### src/rtl/ones_counter_feeder_if.sv
// Bundle of the producer-side push handshake and the counter-side job
// signals of the ones-counter feeder.
//
// Handshake: a push completes on a rising edge of CLK where PushValid and
// PushReady are both 1. PushReady depends only on registered occupancy, never
// on PushValid. The producer keeps PushData stable while PushValid is 1.
// On the counter side Start is a one-cycle strobe qualifying DataIn, and Done
// is a level sampled every edge.
interface ones_counter_feeder_if #(
  parameter int bitInput = 8,
  parameter int ptrWidth = 2
);
  logic                PushValid;
  logic [bitInput-1:0] PushData;
  logic                PushReady;
  logic                Start;
  logic [bitInput-1:0] DataIn;
  logic                Done;
  logic                Busy;
  logic [ptrWidth:0]   Level;
  logic                Error;

  // Environment side: producer plus counter.
  modport master (
    output PushValid, PushData, Done,
    input  PushReady, Start, DataIn, Busy, Level, Error
  );

  // Feeder side.
  modport slave (
    input  PushValid, PushData, Done,
    output PushReady, Start, DataIn, Busy, Level, Error
  );
endinterface

### src/rtl/ones_counter_feeder.sv
// Word sequencer for the ones-counter: a small circular FIFO feeding one word
// at a time to the counter, with a start strobe, done wait and a watchdog
// that aborts a hung job and latches a sticky error.
module ones_counter_feeder #(
  parameter int bitInput = 8,
  parameter int depth    = 4,
  parameter int ptrWidth = 2,
  parameter int timeout  = 20
) (
  input  logic                  CLK,
  input  logic                  Reset,
  ones_counter_feeder_if.slave  bus,
  output logic [1:0]            dbg_state
);

  typedef enum logic [1:0] {
    ST_IDLE = 2'd0,
    ST_LOAD = 2'd1,
    ST_WAIT = 2'd2
  } state_e;

  // Timer only needs to reach timeout-1.
  localparam int TW = (timeout > 2) ? $clog2(timeout) : 1;
  localparam logic [ptrWidth:0] FULL_LVL   = (ptrWidth+1)'(depth);
  localparam logic [TW-1:0]     TIMER_LAST = TW'(timeout - 1);

  state_e                state_q, state_d;
  logic [ptrWidth-1:0]   wr_ptr_q, wr_ptr_d;
  logic [ptrWidth-1:0]   rd_ptr_q, rd_ptr_d;
  logic [ptrWidth:0]     count_q, count_d;
  logic [TW-1:0]         timer_q, timer_d;
  logic                  start_q, start_d;
  logic [bitInput-1:0]   data_in_q, data_in_d;
  logic                  busy_q, busy_d;
  logic                  error_q, error_d;
  logic [bitInput-1:0]   mem_q [depth];

  logic push_fire;
  logic pop_en;
  logic done_seen;
  logic fifo_full;
  logic fifo_empty;

  // Handshake and status decodes from registered state only.
  always_comb begin
    fifo_full  = (count_q == FULL_LVL);
    fifo_empty = (count_q == '0);
    push_fire  = bus.PushValid && !fifo_full;
    // Done counts only once the timer has moved, masking a stale level.
    done_seen  = bus.Done && (timer_q != '0);
  end

  // State register plus all datapath/status flops.
  always_ff @(posedge CLK or posedge Reset) begin
    if (Reset) begin
      state_q   <= ST_IDLE;
      wr_ptr_q  <= '0;
      rd_ptr_q  <= '0;
      count_q   <= '0;
      timer_q   <= '0;
      start_q   <= 1'b0;
      data_in_q <= '0;
      busy_q    <= 1'b0;
      error_q   <= 1'b0;
    end else begin
      state_q   <= state_d;
      wr_ptr_q  <= wr_ptr_d;
      rd_ptr_q  <= rd_ptr_d;
      count_q   <= count_d;
      timer_q   <= timer_d;
      start_q   <= start_d;
      data_in_q <= data_in_d;
      busy_q    <= busy_d;
      error_q   <= error_d;
    end
  end

  // FIFO storage; contents need no reset since occupancy gates every read.
  always_ff @(posedge CLK) begin
    if (push_fire) begin
      mem_q[wr_ptr_q] <= bus.PushData;
    end
  end

  // Next-state logic of the job sequencer.
  always_comb begin
    state_d = state_q;
    case (state_q)
      ST_IDLE: begin
        if (!fifo_empty) begin
          state_d = ST_LOAD;
        end
      end
      ST_LOAD: begin
        state_d = ST_WAIT;
      end
      ST_WAIT: begin
        if (done_seen || (timer_q == TIMER_LAST)) begin
          state_d = ST_IDLE;
        end
      end
      default: begin
        state_d = ST_IDLE;
      end
    endcase
  end

  // FSM outputs: pop/start in IDLE, timer clear in LOAD, watchdog in WAIT.
  always_comb begin
    pop_en    = 1'b0;
    start_d   = 1'b0;
    data_in_d = data_in_q;
    timer_d   = timer_q;
    error_d   = error_q;
    case (state_q)
      ST_IDLE: begin
        if (!fifo_empty) begin
          pop_en    = 1'b1;
          start_d   = 1'b1;
          data_in_d = mem_q[rd_ptr_q];
        end
      end
      ST_LOAD: begin
        timer_d = '0;
      end
      ST_WAIT: begin
        if (done_seen) begin
          timer_d = '0;
        end else if (timer_q == TIMER_LAST) begin
          // Abort: the word is dropped and the flag stays set until reset.
          timer_d = '0;
          error_d = 1'b1;
        end else begin
          timer_d = timer_q + 1'b1;
        end
      end
      default: begin
        timer_d = '0;
      end
    endcase
    busy_d = (state_d != ST_IDLE);
  end

  // Pointer and occupancy update; simultaneous push and pop keep the count.
  always_comb begin
    wr_ptr_d = wr_ptr_q;
    rd_ptr_d = rd_ptr_q;
    count_d  = count_q;
    if (push_fire) begin
      wr_ptr_d = wr_ptr_q + 1'b1;
    end
    if (pop_en) begin
      rd_ptr_d = rd_ptr_q + 1'b1;
    end
    case ({push_fire, pop_en})
      2'b10:   count_d = count_q + 1'b1;
      2'b01:   count_d = count_q - 1'b1;
      default: count_d = count_q;
    endcase
  end

  assign bus.PushReady = !fifo_full;
  assign bus.Start     = start_q;
  assign bus.DataIn    = data_in_q;
  assign bus.Busy      = busy_q;
  assign bus.Level     = count_q;
  assign bus.Error     = error_q;
  assign dbg_state     = state_q;

endmodule

### src/flat_wrapper.sv
// flat-port wrapper written by rule: the top's interface ports become plain ports
module ones_counter_feeder_flat 
#(
  parameter int bitInput = 8,
  parameter int depth    = 4,
  parameter int ptrWidth = 2,
  parameter int timeout  = 20
)
  (CLK, Reset, dbg_state, bus_PushValid, bus_PushData, bus_Done, bus_PushReady, bus_Start, bus_DataIn, bus_Busy, bus_Level, bus_Error);
  ones_counter_feeder_if #(.bitInput(bitInput), .ptrWidth(ptrWidth)) bus_i ();
  input  logic CLK;
  input  logic Reset;
  output logic [1:0] dbg_state;
  input wire logic [$bits(bus_i.PushValid)-1:0] bus_PushValid;
  input wire logic [$bits(bus_i.PushData)-1:0] bus_PushData;
  input wire logic [$bits(bus_i.Done)-1:0] bus_Done;
  output wire logic [$bits(bus_i.PushReady)-1:0] bus_PushReady;
  output wire logic [$bits(bus_i.Start)-1:0] bus_Start;
  output wire logic [$bits(bus_i.DataIn)-1:0] bus_DataIn;
  output wire logic [$bits(bus_i.Busy)-1:0] bus_Busy;
  output wire logic [$bits(bus_i.Level)-1:0] bus_Level;
  output wire logic [$bits(bus_i.Error)-1:0] bus_Error;
  assign bus_i.PushValid = bus_PushValid;
  assign bus_i.PushData = bus_PushData;
  assign bus_i.Done = bus_Done;
  assign bus_PushReady = bus_i.PushReady;
  assign bus_Start = bus_i.Start;
  assign bus_DataIn = bus_i.DataIn;
  assign bus_Busy = bus_i.Busy;
  assign bus_Level = bus_i.Level;
  assign bus_Error = bus_i.Error;
  ones_counter_feeder #(.bitInput(bitInput), .depth(depth), .ptrWidth(ptrWidth), .timeout(timeout)) u_core (.CLK(CLK), .Reset(Reset), .bus(bus_i), .dbg_state(dbg_state));
endmodule
### config.mk
export PLATFORM = sky130hd
export DESIGN_NAME = ones_counter_feeder_flat
export DESIGN_NICKNAME = d
export VERILOG_FILES = /design/src/rtl/ones_counter_feeder_if.sv /design/src/rtl/ones_counter_feeder.sv /design/src/flat_wrapper.sv
export SDC_FILE = /design/constraint.sdc
export NUM_CORES = 1
export LEC_CHECK = 0
export CAP_MARGIN = 25
export CORE_ASPECT_RATIO = 1.1
export CORE_MARGIN = 2
export CORE_UTILIZATION = 59
export CTS_CLUSTER_DIAMETER = 60
export DETAILED_ROUTE_END_ITERATION = 8
export PLACE_DENSITY_LB_ADDON = 0.05
export SKIP_LAST_GASP = 1
export SLEW_MARGIN = 15
export SYNTH_ARGS = -nofsm -noshare
export SYNTH_HDL_FRONTEND = slang
export SYNTH_SLANG_ARGS = --single-unit
### constraint.sdc
create_clock -name CLK -period 7.1 [get_ports CLK]
set_clock_uncertainty 0.2 [all_clocks]
set_input_delay 1.065 -clock CLK [delete_from_list [all_inputs] [get_ports CLK]]
set_output_delay 1.065 -clock CLK [all_outputs]
set_load 0.03 [all_outputs]
==> out/qor.csv, run 1 <==
stage,metric,value,unit
yosys,register bit total from synthesis,57,
global_route,antenna violations before repair,0,
cts,"Clk pin slew, worst setup/hold paths",0.06,ns
worst_setup_path,CP Cell Sequence,"or3b_4, clkdlybuf4s50_1",
yosys,complex-gate fraction of the synthesized area,4.866,%
cts,Clock Tree Root,clkbuf_8,
sta,Final Hold Vio Count,0,
pwr,combinational cell fraction of total power,37.8,%
worst_setup_path,worst r2r src,u_core.dbg_state[1],
global_route,first-pass GRT wire length,7.458,mm
die,die height,71.84,um
pwr,total power,1.393,mW
worst_setup_path,worst endpoint required time,5.83,ns
global_route,largest net degree at the start of global routing,26,
yosys,main combinational cell family by area after synthesis,multiplexers,
drt,Via-to-Cell Ratio,5.600,
worst_hold_path,worst hold path type,flip-flop to flip-flop,
final_layout,layout cell share with drive strength beyond 1,19.17,%
global_route,number of global-route vias before repair,1491,
yosys,sequential area share after synthesis,64.27,%
global_route,Total Routing Usage GR,22.28,%
yosys,Synth cell types,42,
worst_setup_path,CP max-delay cell,clkdlybuf4s50_1,
worst_setup_path,"delay-heaviest family, CP",buffers and inverters,
placement,IO Port Bufs,28,
sta,pins over their slew limit,0,
drt,drt pass-1 iters,4,
worst_setup_path,Worst Path Buf+Inv,1,
die,Die ar.,0.004718,sq mm
yosys,Async SR Flop Fraction,43.86,%
sta,worst slew pin tran,0.6717,ns
pwr,Sw Share,33.90,%
yosys,XOR/XNOR Fraction of Synth Area,2.129,%
yosys,Post-synth top flop,edfxtp_1,
worst_setup_path,kind of critical path,flip-flop to primary output,
sta,fmax,326.6,MHz
die,initial core utilization,61.81,%
cts,Post-CTS Resized,0,
pwr,worst IR drop on VDD,0.2545,mV
yosys,Post-synth EDFFs,32,
run,max cap viols,0,
cts,CTS buffer count,9,
die,Die Wd,65.68,um
placement,RePlAce Congestion,0.7888,
yosys,Synth Area per Inst,15.93,sq um
yosys,fraction of the mapped netlist area in adder cells,4.359,%
drt,Final ANT Viol Nets,0,
worst_setup_path,WP data arrival,1.80,ns
worst_setup_path,Critical Path Start Type,flip-flop,
worst_setup_path,crit end category,primary output,
yosys,synthesized instance count,155,
sta,setup violators final,0,
yosys,multiplexer share of the synthesized area,12.42,%
cts,hold buffers post-CTS,0,
pwr,clock power share,23.2,%
die,Core ar.,0.003994,sq mm
sta,RSZ-0062 raised after global routing,false,
drt,per-cell routed wire length,18.00,um
outcome,status,"complete, no violations",
worst_setup_path,Setup crit start,u_core.bus.Level[0],
final_layout,Syn-to-layout area delta,21.49,%
sta,min Tclk post-route,3.061,ns
worst_hold_path,Hold Crit Start,u_core.bus.Error,
yosys,simple-gate area share of the yosys netlist,8.008,%
final_layout,nets@finish,208,
drt,DRT iter0 DRCs,173,
pwr,Power Internal,0.9209,mW
worst_setup_path,CP Max Fanout,6,
die,row count,24,
pwr,Lkg Pwr,1.183,nW
cts,H-Tree Depth,3,
yosys,Yosys warnings,0,
cts,CTS Sinks,57,
placement,HPWL Detailed,2.926,mm
yosys,Syn Nets,175,
cts,postcts setup bufs,0,
pwr,PD cells,464.5,mW/mm^2
pwr,Switch Pwr,0.4722,mW
pwr,register share of total power,39.0,%
sta,Tcrit/Tclk final,43.12,%
cts,Worst-Skew Late Latency,0.32,ns
worst_setup_path,Worst path max stage delay,0.61,ns
global_route,GR Overflow Total,0,
yosys,Post-Syn Area,0.002469,sq mm
drt,final WL,4.411,mm
final_layout,# diodes,0,
drt,DRC viols,0,
drt,Vias,1372,
sta,Setup TNS,0,ns
die,IO Pins,29,
sta,slew margin rel.,54.59,%
cts,CTS tree,built,
cts,clock tree buffer depth,2,
==> worst reg2reg max path: cells and delay by family, from the launching register on <==
family	cells	cell delay, ns
and+or+nand+nor	2	0.67
buffers and inverters	2	0.22
adders and majority gates	2	0.57
DFF	1	0.52
xor gates and xnor gates	2	0.30
==> logic make-up (layout without fill, tap and decap cells) <==
kind of cell               after synthesis  after routing
DFF                                     57             57
and+or+nand+nor                         30             30
buffers and inverters                   20             58
muxes                                   18             18
AOI/OAI and AO/OA                       16             16
adders and majority gates                8              8
xor gates and xnor gates                 6              6
==> Yosys cell counts (all sizes together), types with 4 or more instances <==
| cell | count | area, sq um |
|---|---|---|
| mux2 | 9 | 105.1 |
| ha | 7 | 87.58 |
| mux4 | 8 | 191.4 |
| xnor2 | 4 | 35.03 |
| dfrtp | 25 | 625.6 |
| inv | 12 | 45.04 |
| edfxtp | 32 | 960.9 |
| and3 | 4 | 30.03 |
| nor2 | 4 | 15.01 |
| buf | 4 | 32.53 |
| o21ai | 4 | 20.02 |
==> cell usage in the layout (no fill, tap or decap), types with 2 or more instances in the layout <==
cell	instances
clkbuf_1	2
clkdlybuf4s50_1	28
o211ai_1	2
nand2_1	3
edfxtp_1	32
and3_2	4
o21ai_0	4
nor3_1	3
clkbuf_8	10
bufinv_16	2
nand2b_1	2
dfrtp_1	25
xnor2_1	4
mux4_2	5
mux4_1	3
nor3b_1	2
a21oi_1	2
a32o_1	2
inv_1	12
nor2_1	4
xor2_1	2
mux2_2	8
ha_1	7
nor2b_1	3
==> through the flow <==
| step | cell area [sq um] | utilization (%) | hold slack (ns) | cells | setup slack, ns |
|---|---|---|---|---|---|
| final | 2999 | 75.09 | 0.2650 | 245 | 4.039 |
| after global routing | 2999 | 75.09 | 0.3233 | 245 | 3.979 |
| after CTS | 2984 | 74.72 | 0.2736 | 244 | 4.022 |
| after detailed placement | 2770 | 69.36 | 0.2552 | 228 | 4.030 |
| after global placement | 2770 | 69.36 | 0.2571 | 228 | 4.119 |
| after floorplan | 2469 | - | 0.3348 | 155 | 4.595 |
==> registers in the layout, indices dropped and copies added (netlist names) <==
register	flops
u_core.mem_q	32
u_core.bus.DataIn	8
u_core.timer_q	5
u_core.bus.Level	3
u_core.dbg_state	2
u_core.rd_ptr_q	2
u_core.wr_ptr_q	2
u_core.bus.Busy	1
u_core.bus.Error	1
u_core.bus.Start	1
==> area by class of cell <==
| cell class | instances | area (sq um) |
|---|---|---|
| Clock buffer | 12 | 145.1 |
| Fill cell | 258 | 994.7 |
| Sequential cell | 57 | 1587 |
| Tap cell | 52 | 65.06 |
| Multi-Input combinational cell | 78 | 784.5 |
| Timing Repair Buffer | 29 | 295.3 |
| Inverter | 13 | 53.80 |
| Clock inverter | 4 | 68.82 |
==> power groups by stage <==
stage	clock (mW)	sequential (mW)	combinational, mW
2_1_floorplan	0	0.589	0.322
3_3_place_gp	0	0.541	0.504
3_5_place_dp	0	0.551	0.530
4_1_cts	0.326	0.547	0.534
6_report	0.323	0.544	0.526
5_1_grt	0.344	0.560	0.575
==> worst paths after layout <==
check                           slack [ns]  cells after the start              endpoint
worst min-delay path                  0.26                      1      u_core.bus.Error
worst min register to register        0.26                      1      u_core.bus.Error
max in group asynchronous             5.25                      3  u_core.bus.DataIn[2]
min in group asynchronous             0.94                      2     u_core.timer_q[4]
worst max register to register        4.56                      8   u_core.bus.Level[2]
worst max-delay path                  4.04                      2         bus_PushReady
==> per-layer routing <==
| layer | part of all wire, % | wire, um | track usage (%) | vias to the layer above |
|---|---|---|---|---|
| li1 | - | - | - | 640 |
| met1 | 42 | 1863 | 28.46 | 685 |
| met2 | 52 | 2283 | 36.92 | 40 |
| met3 | 4.7 | 208 | 4.710 | 7 |
| met4 | 1.2 | 55 | 9.722 | 0 |
| met5 | 0 | 0 | 0 | - |
(Power assumes the default switching activity.)
==> inputs of run 2 (changes only) <==
--- a/config.mk
+++ b/config.mk
@@ -8,7 +8,7 @@
 export CAP_MARGIN = 25
 export CORE_ASPECT_RATIO = 1.1
 export CORE_MARGIN = 2
-export CORE_UTILIZATION = 59
+export CORE_UTILIZATION = 50
 export CTS_CLUSTER_DIAMETER = 60
 export DETAILED_ROUTE_END_ITERATION = 8
 export PLACE_DENSITY_LB_ADDON = 0.05
==> constraint.sdc (replaced) <==
create_clock -name CLK -period 2.55 [get_ports CLK]
set_clock_uncertainty 0.2 [all_clocks]
set_input_delay 0.3825 -clock CLK [delete_from_list [all_inputs] [get_ports CLK]]
set_output_delay 0.3825 -clock CLK [all_outputs]
set_load 0.03 [all_outputs]
==> run 2 against run 1 <==
Flip-flop and latch count unchanged. Core utilization is 10 points lower. Sequential share of layout area is 0.83 points lower. First-iteration DRC count is 12% lower. Combinational power grew to 3.1 times the previous value. Clock power rose to 2.8 times the previous value. Routed wire length fell by 1.0%. Register-to-register slack got worse by 4.4 ns. Clock-buffer cell count is 2 lower. Global-route usage down 4.2 points. Largest power group is now combinational cells.
==> out/qor.csv, run 2 (synthesis results as in run 1) <==
stage,metric,value,unit,change
outcome,status,"complete, no violations",,
drt,Via-to-Cell Ratio,5.582,,-0.32%
cts,Worst-Skew Late Latency,0.33,ns,about the same
cts,CTS buffer count,9,,unchanged
placement,HPWL Detailed,2.800,mm,-4.3%
run,max cap viols,0,,unchanged
sta,Setup TNS,0,ns,unchanged
worst_setup_path,Critical Path Start Type,flip-flop,,
die,IO Pins,29,,unchanged
final_layout,fillers,355,,+38%
cts,CTS tree,built,,
die,Core ar.,0.004684,sq mm,+17%
worst_setup_path,FF-to-FF setup slack,0.14,ns,-4.42 ns
global_route,number of global-route vias before repair,1453,,-2.5%
final_layout,max reg flops,32,,unchanged
drt,final WL,4.367,mm,-1.0%
final_layout,nets@finish,215,,+3.4%
worst_setup_path,Worst Path Buf+Inv,2,,+1
worst_setup_path,"delay-heaviest family, CP",simple AND/OR/NAND/NOR gates,,
worst_setup_path,RR Endpoint,u_core.bus.Level[2],,
drt,DRT iter0 DRCs,153,,-12%
worst_setup_path,Worst path max stage delay,0.43,ns,-0.18 ns
placement,dpl cells,237,,+3.9%
final_layout,"commonest non-fill, non-tap cells in the layout","edfxtp_1, clkdlybuf4s50_1, dfrtp_1, inv_1, clkbuf_8",,
cts,CTS Sinks,57,,unchanged
sta,min Tclk post-route,2.412,ns,
drt,DRC viols,0,,unchanged
sta,Final Hold Vio Count,0,,unchanged
final_layout,Layout Cell Area excl Fill,0.003049,sq mm,+1.7%
global_route,first-pass GRT wire length,7.258,mm,-2.7%
worst_setup_path,Reg2Reg Depth,9,,+1
sta,setup violators final,0,,unchanged
placement,pre-CTS setup slack,0.1052,ns,-3.925 ns
drt,drt pass-1 iters,4,,unchanged
drt,Final ANT Viol Nets,0,,unchanged
worst_setup_path,kind of critical path,flip-flop to flip-flop,,
global_route,antenna violations before repair,0,,unchanged
drt,Vias,1429,,+4.2%
cts,"Clk pin slew, worst setup/hold paths",0.07,ns,about the same
sta,slew margin rel.,57.68,%,+3.1 points
sta,worst slew pin tran,0.6260,ns,-0.04573 ns
die,Die ar.,0.005516,sq mm,+17%
final_layout,post-route non-filler standard cell count,256,,+4.5%
final_layout,# diodes,0,,unchanged
cts,H-Tree Depth,3,,unchanged
worst_hold_path,worst hold path type,input port to async pin,,
final_layout,top register by number of flip-flops,u_core.mem_q,,
global_route,Total Routing Usage GR,18.07,%,-4.2 points
final_layout,"most common cell after layout, fill and taps aside",edfxtp_1,,
placement,IO Port Bufs,28,,unchanged
sta,pins over their slew limit,0,,unchanged
pwr,worst IR drop on VDD,0.8530,mV,+240%
global_route,largest net degree at the start of global routing,26,,unchanged
worst_setup_path,crit end category,flip-flop,,
die,row count,26,,+8.3%
placement,RePlAce Congestion,0.8295,,+5.2%
worst_setup_path,Worst setup endpoint,u_core.bus.Level[2],,
worst_setup_path,CP max-delay cell,or3b_4,,
worst_setup_path,Setup crit start,u_core.bus.Level[2],,
drt,per-cell routed wire length,17.06,um,-5.3%
worst_setup_path,worst r2r src,u_core.bus.Level[2],,
placement,placed instance area,0.002813,sq mm,+1.5%
sta,RSZ-0062 raised after global routing,false,,
sta,fmax,414.6,MHz,
pwr,Lkg Pwr,1.202,nW,+1.6%
final_layout,Syn-to-layout area delta,23.52,%,
worst_setup_path,CP Cell Sequence,"or3b_4, and2_4, inv_1, ha_2, inv_1, fa_1, xor2_1, nor2_1, xor2_1",,
die,die height,77.70,um,+8.2%
final_layout,layout cell share with drive strength beyond 1,23.00,%,+3.8 points
worst_setup_path,Crit path depth,9,,+7
die,initial core utilization,52.70,%,-9.1 points
pwr,PD cells,1299,mW/mm^2,+180%
worst_setup_path,CP Max Fanout,6,,unchanged
cts,clock tree buffer depth,2,,unchanged
sta,Final WS setup,0.1378,ns,-3.901 ns
sta,Tcrit/Tclk final,94.60,%,
worst_setup_path,worst endpoint required time,2.60,ns,-3.23 ns
worst_setup_path,WP data arrival,2.46,ns,+0.66 ns
global_route,GR Overflow Total,0,,unchanged
die,Die Wd,71.00,um,+8.1%
cts,Clock Tree Root,clkbuf_8,,
[run 2: layout make-up]
class	instances	area, sq um	area share (%)
flip-flops and latches	57	1588	52.07
inverters	13	53.80	1.764
multi-input cells	78	787.0	25.81
clock buffers	10	127.6	4.185
clock inverters	6	82.58	2.708
well taps	56	70.07	2.298
repair buffers	36	340.3	11.16
[run 2: metal layers]
| metal | share of wire [%] | global-route usage (%) | up-vias |
|---|---|---|---|
| li1 | - | - | 659 |
| met1 | 41 | 23.51 | 717 |
| met2 | 51 | 27.85 | 45 |
| met3 | 5.2 | 4.675 | 8 |
| met4 | 2.3 | 9.623 | 0 |
| met5 | 0 | 0 | - |
[run 2: power breakdown]
| part | internal, mW | switching (mW) |
|---|---|---|
| logic | 0.799 | 0.819 |
| registers | 1.27 | 0.172 |
| clock network | 0.543 | 0.353 |
[run 2: worst register-to-register path: stages (launching register included)]
cell,delay [ns]
dfrtp_1,0.41
or3b_4,0.43
and2_4,0.19
inv_1,0.06
ha_2,0.17
inv_1,0.06
fa_1,0.37
xor2_1,0.15
nor2_1,0.13
xor2_1,0.16
[run 2: per-stage QoR]
step | power, mW | utilization [%] | hold slack (ns)
6_report | 3.960 | 65.09 | 0.2008
5_1_grt | 4.190 | 65.09 | 0.2430
4_1_cts | 3.953 | 64.53 | 0.2102
3_5_place_dp | 3.049 | 60.04 | 0.2905
3_3_place_gp | 3.000 | 60.04 | 0.2596
2_1_floorplan | 2.536 | - | 0.2098
[run 2: how the worst min path moves through the flow]
| stage | from | to | slack, ns | depth (start not counted) |
|---|---|---|---|---|
| after floorplan | Reset | u_core.bus.Busy | 0.21 | 1 |
| after global placement | u_core.bus.Error | u_core.bus.Error | 0.26 | 1 |
| after detailed placement | u_core.bus.Error | u_core.bus.Error | 0.29 | 1 |
| after CTS | Reset | u_core.bus.Start | 0.21 | 3 |
| after global routing | Reset | u_core.bus.DataIn[7] | 0.24 | 3 |
| final | Reset | u_core.bus.DataIn[7] | 0.20 | 3 |
[run 2: what timing repair did]
action                                 CTS  global route
hold buffers                             0             0
gates resized for setup                  0             2
setup buffers                            0             3
endpoints found under the hold margin    0             0
setup endpoints to repair                0             1
